`config.mk`:
```
export PLATFORM = sky130hd
export DESIGN_NAME = microwave_timer_seq
export DESIGN_NICKNAME = d
export VERILOG_FILES = /design/src/rtl/microwave_pkg.sv /design/src/rtl/bcd_down_counter3.sv /design/src/rtl/microwave_timer_seq.sv
export SDC_FILE = /design/constraint.sdc
export NUM_CORES = 1
export LEC_CHECK = 0
export ABC_AREA = 1
export CAP_MARGIN = 20
export CORE_AREA = 2 2 61 63
export CTS_BUF_LIST = sky130_fd_sc_hd__clkbuf_2
export CTS_CLUSTER_SIZE = 24
export DETAILED_ROUTE_END_ITERATION = 12
export DIE_AREA = 0 0 63 65
export PLACE_DENSITY = 0.87
export SLEW_MARGIN = 20
export SYNTH_ARGS = -nofsm -noshare
export SYNTH_HDL_FRONTEND = slang
export SYNTH_SLANG_ARGS = --single-unit
```
`constraint.sdc`:
```
create_clock -name clk_100Hz -period 1.7 [get_ports clk_100Hz]
set_clock_uncertainty 0.1 [all_clocks]
set_input_delay 0.255 -clock clk_100Hz [delete_from_list [all_inputs] [get_ports clk_100Hz]]
set_output_delay 0.255 -clock clk_100Hz [all_outputs]
set_load 0.01 [all_outputs]
```
`src/rtl/microwave_pkg.sv`:
```
// Shared definitions for the microwave cooking timer: state encoding and BCD constants.
package microwave_pkg;

  localparam int BCD_W = 4;
  localparam logic [BCD_W-1:0] BCD_MAX = 4'd9;
  localparam logic [BCD_W-1:0] SEC_TENS_RELOAD = 4'd5;

  typedef enum logic [1:0] {
    ST_IDLE  = 2'd0,
    ST_RUN   = 2'd1,
    ST_PAUSE = 2'd2,
    ST_DONE  = 2'd3
  } state_t;

endpackage

```
`src/rtl/bcd_down_counter3.sv`:
```
// Three-digit M:ST:SO time register with shift-in entry, clear and BCD decrement with borrow.
module bcd_down_counter3
  import microwave_pkg::*;
(
  input  logic             clk,
  input  logic             rst_n,
  input  logic             clear,
  input  logic             shift_en,
  input  logic [BCD_W-1:0] shift_digit,
  input  logic             dec,
  output logic [BCD_W-1:0] min_ones,
  output logic [BCD_W-1:0] sec_tens,
  output logic [BCD_W-1:0] sec_ones,
  output logic             is_zero,
  output logic             will_be_zero
);

  // Clear beats entry beats decrement; 0:00 is left alone so the count never wraps.
  always_ff @(posedge clk or negedge rst_n) begin
    if (!rst_n) begin
      min_ones <= '0;
      sec_tens <= '0;
      sec_ones <= '0;
    end else if (clear) begin
      min_ones <= '0;
      sec_tens <= '0;
      sec_ones <= '0;
    end else if (shift_en) begin
      min_ones <= sec_tens;
      sec_tens <= sec_ones;
      sec_ones <= shift_digit;
    end else if (dec) begin
      if (sec_ones != '0) begin
        sec_ones <= sec_ones - 1'b1;
      end else if (sec_tens != '0) begin
        sec_tens <= sec_tens - 1'b1;
        sec_ones <= BCD_MAX;
      end else if (min_ones != '0) begin
        min_ones <= min_ones - 1'b1;
        sec_tens <= SEC_TENS_RELOAD;
        sec_ones <= BCD_MAX;
      end
    end
  end

  assign is_zero      = (min_ones == '0) && (sec_tens == '0) && (sec_ones == '0);
  assign will_be_zero = (min_ones == '0) && (sec_tens == '0) && (sec_ones == BCD_W'(1));

endmodule

```
`src/rtl/microwave_timer_seq.sv`:
```
// Cooking-timer sequencer: key/tick edge detection, IDLE/RUN/PAUSE/DONE control and done hold.
module microwave_timer_seq
  import microwave_pkg::*;
#(
  parameter int DONE_CYCLES = 200,
  parameter int DONE_W      = 8
) (
  input  logic             clk_100Hz,
  input  logic             resetn,
  input  logic [BCD_W-1:0] bcd,
  input  logic             loadn,
  input  logic             pgt_1Hz,
  input  logic             startn,
  input  logic             stopn,
  input  logic             door_closed,
  output logic [BCD_W-1:0] min_ones,
  output logic [BCD_W-1:0] sec_tens,
  output logic [BCD_W-1:0] sec_ones,
  output logic             mag_on,
  output logic             done,
  output logic [1:0]       state
);

  state_t            cur_state, nxt_state;
  logic              loadn_q, startn_q, stopn_q, pgt_q;
  logic              load_ev, start_ev, stop_ev, tick_ev;
  logic              clear, shift_en, dec;
  logic              is_zero, will_be_zero;
  logic [DONE_W-1:0] hold_cnt;

  // History regs idle at the inactive level so releasing reset never looks like a key press.
  always_ff @(posedge clk_100Hz or negedge resetn) begin
    if (!resetn) begin
      loadn_q  <= 1'b1;
      startn_q <= 1'b1;
      stopn_q  <= 1'b1;
      pgt_q    <= 1'b0;
    end else begin
      loadn_q  <= loadn;
      startn_q <= startn;
      stopn_q  <= stopn;
      pgt_q    <= pgt_1Hz;
    end
  end

  assign load_ev  = loadn_q & ~loadn;
  assign start_ev = startn_q & ~startn;
  assign stop_ev  = stopn_q & ~stopn;
  assign tick_ev  = ~pgt_q & pgt_1Hz;

  always_ff @(posedge clk_100Hz or negedge resetn) begin
    if (!resetn) begin
      cur_state <= ST_IDLE;
    end else begin
      cur_state <= nxt_state;
    end
  end

  always_ff @(posedge clk_100Hz or negedge resetn) begin
    if (!resetn) begin
      hold_cnt <= '0;
    end else if (cur_state != ST_DONE) begin
      hold_cnt <= '0;
    end else begin
      hold_cnt <= hold_cnt + 1'b1;
    end
  end

  // Within a cycle: stop, then door open, then tick, then start.
  always_comb begin
    nxt_state = cur_state;
    clear     = 1'b0;
    shift_en  = 1'b0;
    dec       = 1'b0;
    case (cur_state)
      ST_IDLE: begin
        if (stop_ev) begin
          clear = 1'b1;
        end else if (start_ev && door_closed && !is_zero) begin
          nxt_state = ST_RUN;
        end else if (load_ev && (bcd <= BCD_MAX)) begin
          shift_en = 1'b1;
        end
      end
      ST_RUN: begin
        if (stop_ev || !door_closed) begin
          nxt_state = ST_PAUSE;
        end else if (tick_ev) begin
          dec = 1'b1;
          if (will_be_zero) begin
            nxt_state = ST_DONE;
          end
        end
      end
      ST_PAUSE: begin
        if (stop_ev) begin
          clear     = 1'b1;
          nxt_state = ST_IDLE;
        end else if (start_ev && door_closed) begin
          nxt_state = ST_RUN;
        end
      end
      ST_DONE: begin
        if (stop_ev || (hold_cnt == DONE_W'(DONE_CYCLES - 1))) begin
          nxt_state = ST_IDLE;
        end
      end
      default: nxt_state = ST_IDLE;
    endcase
  end

  bcd_down_counter3 u_time (
    .clk          (clk_100Hz),
    .rst_n        (resetn),
    .clear        (clear),
    .shift_en     (shift_en),
    .shift_digit  (bcd),
    .dec          (dec),
    .min_ones     (min_ones),
    .sec_tens     (sec_tens),
    .sec_ones     (sec_ones),
    .is_zero      (is_zero),
    .will_be_zero (will_be_zero)
  );

  assign mag_on = (cur_state == ST_RUN);
  assign done   = (cur_state == ST_DONE);
  assign state  = cur_state;

endmodule

```
# Word-level counts from Yosys, hierarchy flattened
# Cells that the tools add are included.
# op_classes
add_sub_neg,4
n_lt_le_gt_ge,1
n_eq_ne,14
muxes,37
bitwise_logic,8
reduce_logical,26
# op_table
cell,n
4-bit 2-to-1 mux,18
2-bit 2-to-1 mux,8
4-bit nonzero test,4
4-bit zero test,3
"4-bit by 1-bit subtractor with 4-bit output, second input constant",3
1-bit 2-to-1 mux,9
"3-bit != test, second input constant",3
"8-bit by 1-bit adder with 8-bit output, second input constant",1
"8-bit equality test, second input constant",1
8-bit 2-to-1 mux,1
2-bit one-hot mux with 4 select lines,1
1-bit logical AND,6
"2-bit != test, second input constant",3
"3-bit by 1-bit != test with 1-bit output, second input constant",2
6-bit AND reduction,1
3-bit nonzero test,2
5-bit nonzero test,1
1-bit AND,4
"2-bit equality test, second input constant",2
"4-bit by 1-bit equality test with 1-bit output, second input constant",1
"4-bit less-or-equal comparator, second input constant",1
1-bit inverter,4
4-bit AND reduction,1
3-bit AND reduction,1
7 further kinds,9
# word_totals
regBits,26
in_bits,11
output_inout_bits,16
elab_cells,99

# Longest topological paths before layout
# Gate-level depths: netlist of run 1.
# depth
depth_word,10
depth_mapped,12
mapped_depth_nobuf,12

# Hierarchy
# From an unflattened synthesis of run 1, not the netlist that was laid out.
# hier_totals
cells_unflattened,217
area_unflattened_um2,1601.5
# by_module_without_submodules
mod,instances,cells_each,area_per_inst_um2,seq_area_each_um2
bcd_down_counter3,1,125,910.9,300.3
microwave_timer_seq,1,92,690.7,354.1

# Least setup slack after synthesis of run 1
# No wires, ideal clock.
# synth_timing
path_kind,register to register
start,register u_time.min_ones[0]
end,register u_time.sec_tens[0]
setup_time_ns,0.118
arrival_ns,1.476
t_required_ns,1.482
path_slack_ns,0.006
stages_incl_launch_ff,13
n_path_buf,1
synth_period_minus_slack_ns,1.694
cell_sequence,dfrtp_1 inv_1 ha_1 nand2_1 nor2_2 nand2_4 nand2_4 nand2_4 buf_6 nand2_1 nand2_1 nand3_1 nand2_1
# synth_between
elab_chain_len,10
word_cells_on_any_way,15
classes_between,1 x eq/ne; 5 x mux; 9 x reduce/logical
# synth_lines
item,line,source
"start, declared",bcd_down_counter3.sv:11,"output logic [BCD_W-1:0] min_ones,"
"start signal, assigned",bcd_down_counter3.sv:29,min_ones <= sec_tens;
"start signal, assigned",bcd_down_counter3.sv:39,min_ones <= min_ones - 1'b1;
4-bit zero test,bcd_down_counter3.sv:46,assign is_zero = (min_ones == '0) && (sec_tens == '0) && (sec_ones == '0);
1-bit logical AND (2 in a row),bcd_down_counter3.sv:46,
1-bit zero test,microwave_timer_seq.sv:79,end else if (start_ev && door_closed && !is_zero) begin
1-bit logical AND,microwave_timer_seq.sv:79,
1-bit 2-to-1 mux,microwave_timer_seq.sv:79,
1-bit 2-to-1 mux,microwave_timer_seq.sv:77,if (stop_ev) begin
1-bit 2-to-1 mux,microwave_timer_seq.sv:75,case (cur_state)
"3-bit != test (no line), or another cell as far along",n/a,
3-bit AND reduction (no line) / 4-bit 2-to-1 mux (equally long branches),n/a,
"end signal, assigned",bcd_down_counter3.sv:30,sec_tens <= sec_ones;
"end signal, assigned",bcd_down_counter3.sv:36,sec_tens <= sec_tens - 1'b1;
"end, declared",bcd_down_counter3.sv:12,"output logic [BCD_W-1:0] sec_tens,"
# Several ways; a longest one is shown, not always the timed one.
# A chain may end at the register's enable or synchronous reset.

# Worst setup path in the final report of run 1
# layout_timing
start,register u_time.min_ones[3]
end,register u_time.min_ones[2]
# layout_between
elab_chain_len,10
word_cells_on_any_way,16
classes_between,2 x eq/ne; 5 x mux; 9 x reduce/logical
# layout_lines
item,line
4-bit zero test,bcd_down_counter3.sv:46
1-bit logical AND (2 in a row),bcd_down_counter3.sv:46
1-bit zero test,microwave_timer_seq.sv:79
1-bit logical AND,microwave_timer_seq.sv:79
1-bit 2-to-1 mux,microwave_timer_seq.sv:79
1-bit 2-to-1 mux,microwave_timer_seq.sv:77
1-bit 2-to-1 mux,microwave_timer_seq.sv:75
"3-bit != test (no line), or another cell as far along",n/a
4-bit AND reduction (no line) / 4-bit 2-to-1 mux (equally long branches),n/a
# Several ways; a longest one is shown, not always the timed one.

==> summary.md, run 1 <==
| Metric | Value |
|---|---|
| Status | `finished with violations` |
| Violations in the final reports | `setup timing` |
| Number of clock sinks | `26` |
| Fraction of the core area covered by cells at the end of the flow | `75.8%` |
| Area taken by flip-flops and latches | `657 um2` |
| Largest delay contributor family on the critical path | `simple AND/OR/NAND/NOR gates` |
| Max Root-Sink Buffers | `2` |
| Vertical die dimension | `65 um` |
| Kind of capture point of the worst setup path | `flip-flop` |
| Fill cell instance count of the final layout | `232` |
| Drt via density | `5.50` |
| Count of nets after finishing | `320` |
| Area after DPL | `0.00212 mm2` |
| Final instance area | `0.00265 mm2` |
| Arrival time of the worst setup path | `2.09 ns` |
| Number of buffers inserted by hold repair at cts | `0` |
| Sw power | `0.00184 W` |
| Setup repair after global routing missed its margin | `yes` |
| Portion of the post-synthesis area used by sequential elements | `40.1%` |
| Wire length after detailed routing | `5630 um` |
| Final count of hold timing violations | `0` |
| Number of buffers created by CTS | `3` |
| Headroom to the max-slew limit | `78.0%` |
| Delay of the slowest cell on the worst path | `0.45 ns` |
| Top library cells by usage in the layout, fill and taps aside | `sky130_fd_sc_hd__nand2_1 (54), sky130_fd_sc_hd__buf_4 (41), sky130_fd_sc_hd__dfrtp_1 (21)` |
| Switching share of total power | `44.3%` |
| Final critical-path share of the clock period | `109%` |
| Iteration-0 DRC count of the detailed router | `169` |
| Clock tree from TritonCTS | `done` |
| Initial DRT Pass Iterations | `5` |
| Die area | `0.00410 mm2` |
| Number of violations of the max-capacitance limit | `0` |
| Placer's final routability congestion estimate | `0.850` |
| Seq pwr share | `21.7%` |
| Floorplan Core Area | `0.00350 mm2` |
| Maximum operating frequency | `540 MHz` |
| Starting density of the core | `46.7%` |
| Share of power burned in the clock network | `9.7%` |
| Port Buf Inserts | `26` |
| Synthesized-area fraction occupied by and/or/nand/nor cells | `40.8%` |
| Netlist cell types | `24` |
| Static Leak | `1.37 nW` |
| Post-layout min period | `1.85 ns` |
| Final Slew Violations | `0` |
| Via count of the first global-routing pass | `1714` |
| Data required, critical path | `1.93 ns` |
| Ratio of cells with drive above 1 in the final layout | `42.2%` |
| Mapped Avg Cell Area | `7.22 um2` |
| Detailed-route wire length per cell | `15.9 um` |
| Largest net degree at the start of global routing | `27` |
| Main combinational cell family by area after synthesis | `simple AND/OR/NAND/NOR gates` |
| Peak supply drop | `0.816 mV` |
| Total Negative Setup Slacks | `-0.556 ns` |
| Cell Chain, Critical Path | `buf_4 -> nor2_4 -> nand2_2 -> nor2_4 -> nand2_4 -> nand2_8 -> nand2_8 -> buf_6 -> o21ai_2 -> nand3_1 -> nand2_1` |
| Critical path startpoint category | `flip-flop` |
| Fraction of power consumed by combinational cells | `68.6%` |
| # H-tree levels | `1` |
| Clock-pin slew of the registers on the worst-case setup and hold paths | `0.27 ns` |
| Root cell of the clock tree | `sky130_fd_sc_hd__clkbuf_2` |
| Multiplexer share of the synthesized area | `0%` |
| Cell internal pwr | `0.00231 W` |
| Slew @ Worst Pin | `0.330 ns` |
| Worst hold margin | `0.0883 ns` |
| Critical path peak fanout | `8` |
| Total congestion overflow | `0` |
| Net Count, Synth | `239` |
| Area growth syn-to-layout | `62.4%` |
| Die Span X | `63 um` |
| Clock latency on the worst-skew pair | `0.39 ns` |
| WP buf/inv | `2` |
| First-pass GRT wire length | `7330 um` |
| Synth warnings | `0` |
| Aggregate global-route resource usage | `22.6%` |
| Multi-input gate area in the final layout | `0.00106 mm2` |
| Ant diodes | `0` |
| Post-synth design cell area | `0.00163 mm2` |
| Hold/Removal Path Class | `input port to asynchronous set/reset pin` |
| Post-DP HPWL | `2880 um` |
| Final setup margin | `-0.152 ns` |
| Top Ports | `27` |
| Worst-path cell with the longest stage delay | `sky130_fd_sc_hd__dfrtp_1` |
| Final setup vio count | `13` |
| Seq cells post-synth | `26` |
| Initial antenna violation count | `0` |
| Worst setup path category | `flip-flop to flip-flop` |
| Number of vias in the routed layout | `1947` |
| Number of nets with antenna violations after detailed routing | `0` |
| Fraction of the mapped netlist area in compound gates | `7.13%` |
| Adder-cell share of the synthesized area | `1.53%` |
| Power density of the placed cells | `1570 mW/mm2` |
| Most common cell after layout, fill and taps aside | `sky130_fd_sc_hd__nand2_1` |
| DRC Markers | `0` |
| Synth Area in XOR/XNOR | `1.61%` |
| Cell count after synthesis | `226` |
| Number of placement rows | `22` |
-- synthesized netlist by cell type, drive strengths merged --
master	count	area share, %
nor2	28	8.5
o21a	1	0.46
xnor2	1	0.54
xor2	2	1.1
nand2	69	18
nand3	36	13
dfrtp	23	35
ha	2	1.5
buf	3	1.7
dfstp	3	4.8
nor3	4	1.2
clkbuf	1	0.23
a21oi	9	2.8
nand4	2	0.77
inv	30	6.9
o21ai	12	3.9
-- metrics by stage --
stage                     std cells  power (W)  setup slack (ns)
after floorplan                 226    0.00206           0.00587
after global placement          323    0.00285            -0.153
after detailed placement        323    0.00291            -0.200
after CTS                       345    0.00358           -0.0116
after global routing            354    0.00438            -0.161
final                           354    0.00415            -0.152
-- routing by layer --
layer / global-route usage (%) / share of wire (%) / vias to the layer above
li1: - / - / 887
met1: 25.5 / 37 / 912
met2: 42.4 / 51 / 113
met3: 2.78 / 6.2 / 35
met4: 10.0 / 6.0 / 0
met5: 0 / 0 / -
-- power groups by stage --
stage	sequential, W	clock (W)	combinational, W
2_1_floorplan	0.00105	0	0.00101
3_3_place_gp	0.000932	0	0.00192
3_5_place_dp	0.000941	0	0.00196
4_1_cts	0.000869	0.000406	0.00231
5_1_grt	0.000910	0.000430	0.00304
6_report	0.000898	0.000403	0.00285
-- repair_timing --
action / 4_1_cts / 5_1_grt
gates cloned: 1 / 2
setup endpoints to repair: 24 / 18
buffers inserted: 17 / 7
pin swaps: 8 / 23
resized for setup: 30 / 70
-- final timing paths --
path	startpoint	endpoint	slack, ns	depth (start not counted)
min reg2reg	hold_cnt[7]	hold_cnt[7]	0.40	1
min	resetn	pgt_q	0.09	2
max	u_time.min_ones[3]	u_time.min_ones[2]	-0.15	11
max reg2reg	u_time.min_ones[3]	u_time.min_ones[2]	-0.15	11
max in group asynchronous	resetn	loadn_q	1.09	2
min in group clk_100Hz	stopn	stopn_q	0.19	1
-- flip-flops by register name (all words and copies together), names as in the netlist --
signal           cells
u_time.sec_ones      4
stopn_q              1
u_time.sec_tens      4
state                2
u_time.min_ones      4
pgt_q                1
startn_q             1
hold_cnt             8
loadn_q              1
-- logic make-up (layout without fill, tap and decap cells) --
kind of cell	Yosys count	in the layout
and+or+nand+nor	139	140
buffers and inverters	34	113
DFF	26	26
AOI/OAI and AO/OA	22	22
xor gates and xnor gates	3	3
adders and majority gates	2	2
-- area by class of cell --
type                       count  area share (%)
timing repair buffer          79            27.0
inverter                      30            4.34
clock inverter                 1            1.13
multi-input combinational    167            39.9
tap                           48            2.27
clock buffer                   3           0.567
sequential                    26            24.8
No activity file was read; power rests on OpenSTA's default activity.
==> run 2, diff against run 1 <==
--- a/config.mk
+++ b/config.mk
@@ -13,6 +13,7 @@
 export DETAILED_ROUTE_END_ITERATION = 12
 export DIE_AREA = 0 0 63 65
 export PLACE_DENSITY = 0.87
+export REMOVE_ABC_BUFFERS = 1
 export SLEW_MARGIN = 20
 export SYNTH_ARGS = -nofsm -noshare
 export SYNTH_HDL_FRONTEND = slang
==> run 2 against run 1 <==
Net effect:
- the flow still finishes with violations (setup timing)
- combinational power is 13% lower
- cell area fell by 9.3%
- register-to-register slack gained 0.04 ns
- critical path type unchanged
==> summary.md, run 2 (synthesis gave the netlist of run 1 again) <==
| Metric | Value |
|---|---|
| Port Buf Inserts | `26` |
| Final instance area | `0.00240 mm2` |
| Register with the most flip-flops | `hold_cnt` |
| Peak supply drop | `1.03 mV` |
| Placer's final routability congestion estimate | `0.897` |
| Area after DPL | `0.00213 mm2` |
| Status | `finished with violations` |
| Clock-pin slew of the registers on the worst-case setup and hold paths | `0.26 ns` |
| Clock tree from TritonCTS | `done` |
| WP buf/inv | `3` |
| Aggregate global-route resource usage | `24.0%` |
| Data required, critical path | `1.90 ns` |
| Post-DP HPWL | `2850 um` |
| Fraction of power consumed by combinational cells | `65.9%` |
| Ant diodes | `0` |
| Seq pwr share | `23.4%` |
| Largest net degree at the start of global routing | `27` |
| Initial antenna violation count | `0` |
| Number of vias in the routed layout | `1847` |
| Most common cell after layout, fill and taps aside | `sky130_fd_sc_hd__nand2_1` |
| Place WS | `-0.187 ns` |
| Final critical-path share of the clock period | `106%` |
| Max Root-Sink Buffers | `2` |
| Number of buffers created by CTS | `3` |
| Final Slew Violations | `0` |
| Power density of the placed cells | `1570 mW/mm2` |
| Critical path startpoint category | `flip-flop` |
| Drt via density | `5.37` |
| Ratio of cells with drive above 1 in the final layout | `31.4%` |
| Wire length after detailed routing | `4750 um` |
| Setup repair after global routing missed its margin | `yes` |
| Worst-path cell with the longest stage delay | `sky130_fd_sc_hd__dfrtp_1` |
| Delay of the slowest cell on the worst path | `0.46 ns` |
| Vertical die dimension | `65 um` |
| Iteration-0 DRC count of the detailed router | `90` |
| Final count of hold timing violations | `0` |
| Top Ports | `27` |
| Headroom to the max-slew limit | `77.5%` |
| Flop-to-flop setup slack | `-0.11 ns` |
| Cell count after placement | `324` |
| Critical path peak fanout | `8` |
| Worst Reg2Reg Path Length in Cells | `11` |
| Total congestion overflow | `0` |
| Number of nets with antenna violations after detailed routing | `0` |
| Largest register FFs | `8` |
| Startpoint of the most critical register-to-register path | `state[1]` |
| # H-tree levels | `1` |
| Kind of capture point of the worst setup path | `flip-flop` |
| Detailed-route wire length per cell | `13.8 um` |
| Largest delay contributor family on the critical path | `simple AND/OR/NAND/NOR gates` |
| Share of power burned in the clock network | `10.7%` |
| Cell Chain, Critical Path | `buf_6 -> buf_6 -> nor2_4 -> nand3_2 -> nor2_4 -> nand2_4 -> buf_6 -> nand2_1 -> nand2_1 -> nand3_1 -> nand2_1` |
| Top library cells by usage in the layout, fill and taps aside | `sky130_fd_sc_hd__nand2_1 (57), sky130_fd_sc_hd__buf_4 (36), sky130_fd_sc_hd__inv_1 (27), sky130_fd_sc_hd__nand3_1 (27), sky130_fd_sc_hd__dfrtp_1 (21)` |
| Maximum operating frequency | `553 MHz` |
| Arrival time of the worst setup path | `2.01 ns` |
| Initial DRT Pass Iterations | `4` |
| Final setup margin | `-0.110 ns` |
| Root cell of the clock tree | `sky130_fd_sc_hd__clkbuf_2` |
| CP startpoint | `state[1]` |
| Sw power | `0.00164 W` |
| Number of clock sinks | `26` |
| Count of nets after finishing | `310` |
| Switching share of total power | `43.6%` |
| Die area | `0.00410 mm2` |
| Static Leak | `1.28 nW` |
| Clock latency on the worst-skew pair | `0.38 ns` |
| Reg-to-reg endpoint | `u_time.sec_ones[3]` |
| Area growth syn-to-layout | `47.2%` |
| Floorplan Core Area | `0.00350 mm2` |
| Final setup vio count | `12` |
| First-pass GRT wire length | `7790 um` |
| Via count of the first global-routing pass | `1730` |
| Number of buffers inserted by hold repair at cts | `0` |
| Cell internal pwr | `0.00212 W` |
| Die Span X | `63 um` |
| Slew @ Worst Pin | `0.338 ns` |
| Violations in the final reports | `setup timing` |
| Number of placement rows | `22` |
| Number of violations of the max-capacitance limit | `0` |
| DRC Markers | `0` |
| Worst setup path category | `flip-flop to flip-flop` |
| Starting density of the core | `46.7%` |
| Hold/Removal Path Class | `input port to asynchronous set/reset pin` |
| Count of non-filler cells in the finished layout | `344` |
| Post-layout min period | `1.81 ns` |
## run 2: final cells by class
cell class	count	area [um2]
sequential	26	657
clock inverter	1	30.0
fill	273	1090
multi-input combinational	166	928
inverter	30	113
clock buffer	3	15.0
tap	48	60.1
timing repair buffer	70	599
## run 2: worst reg2reg max path, cell delays in order (launching register included)
cell	delay (ns)
sky130_fd_sc_hd__dfrtp_1	0.46
sky130_fd_sc_hd__buf_6	0.14
sky130_fd_sc_hd__buf_6	0.12
sky130_fd_sc_hd__nor2_4	0.13
sky130_fd_sc_hd__nand3_2	0.13
sky130_fd_sc_hd__nor2_4	0.14
sky130_fd_sc_hd__nand2_4	0.10
sky130_fd_sc_hd__buf_6	0.16
sky130_fd_sc_hd__nand2_1	0.07
sky130_fd_sc_hd__nand2_1	0.05
sky130_fd_sc_hd__nand3_1	0.08
sky130_fd_sc_hd__nand2_1	0.07
## run 2: how the worst max path moves through the flow
stage                    endpoint  slack [ns]  depth (start not counted)
2_1_floorplan  u_time.sec_ones[3]       -0.06                         11
3_3_place_gp   u_time.min_ones[3]       -0.14                         11
3_5_place_dp   u_time.min_ones[3]       -0.19                         11
4_1_cts                      done      -0.004                          4
5_1_grt        u_time.sec_tens[2]       -0.18                         12
6_report       u_time.sec_ones[3]       -0.11                         11
## run 2: stage by stage
stage	total power (W)	hold WS, ns	TNS [ns]	util (%)
5_1_grt	0.00402	0.104	-1.67	68.7
4_1_cts	0.00355	0.108	-0.00366	66.7
3_5_place_dp	0.00292	0.360	-2.23	61.0
6_report	0.00376	0.0970	-0.759	68.7
3_3_place_gp	0.00286	0.349	-1.62	61.0
2_1_floorplan	0.00204	-0.141	-0.432	-
## run 2: layer usage
layer  routed length, um  track usage, %  vias to the layer above
met3                 235            1.74                       13
li1                    -               -                      861
met2                2450            41.6                       74
met1                1950            30.8                      899
met5                   0               0                        -
met4                 113            10.8                        0
## run 2: what timing repair did
action / in CTS / in global routing
pin swaps: 10 / 12
resized for setup: 40 / 23
setup buffers: 15 / 2
setup endpoints to repair: 27 / 18
## run 2: power groups by stage
stage / sequential (W) / combinational [W] / clock [W]
detailed placement: 0.000929 / 0.00199 / 0
finish: 0.000881 / 0.00248 / 0.000404
global route: 0.000901 / 0.00268 / 0.000437
global placement: 0.000924 / 0.00194 / 0
CTS: 0.000870 / 0.00228 / 0.000406
floorplan: 0.00105 / 0.000997 / 0
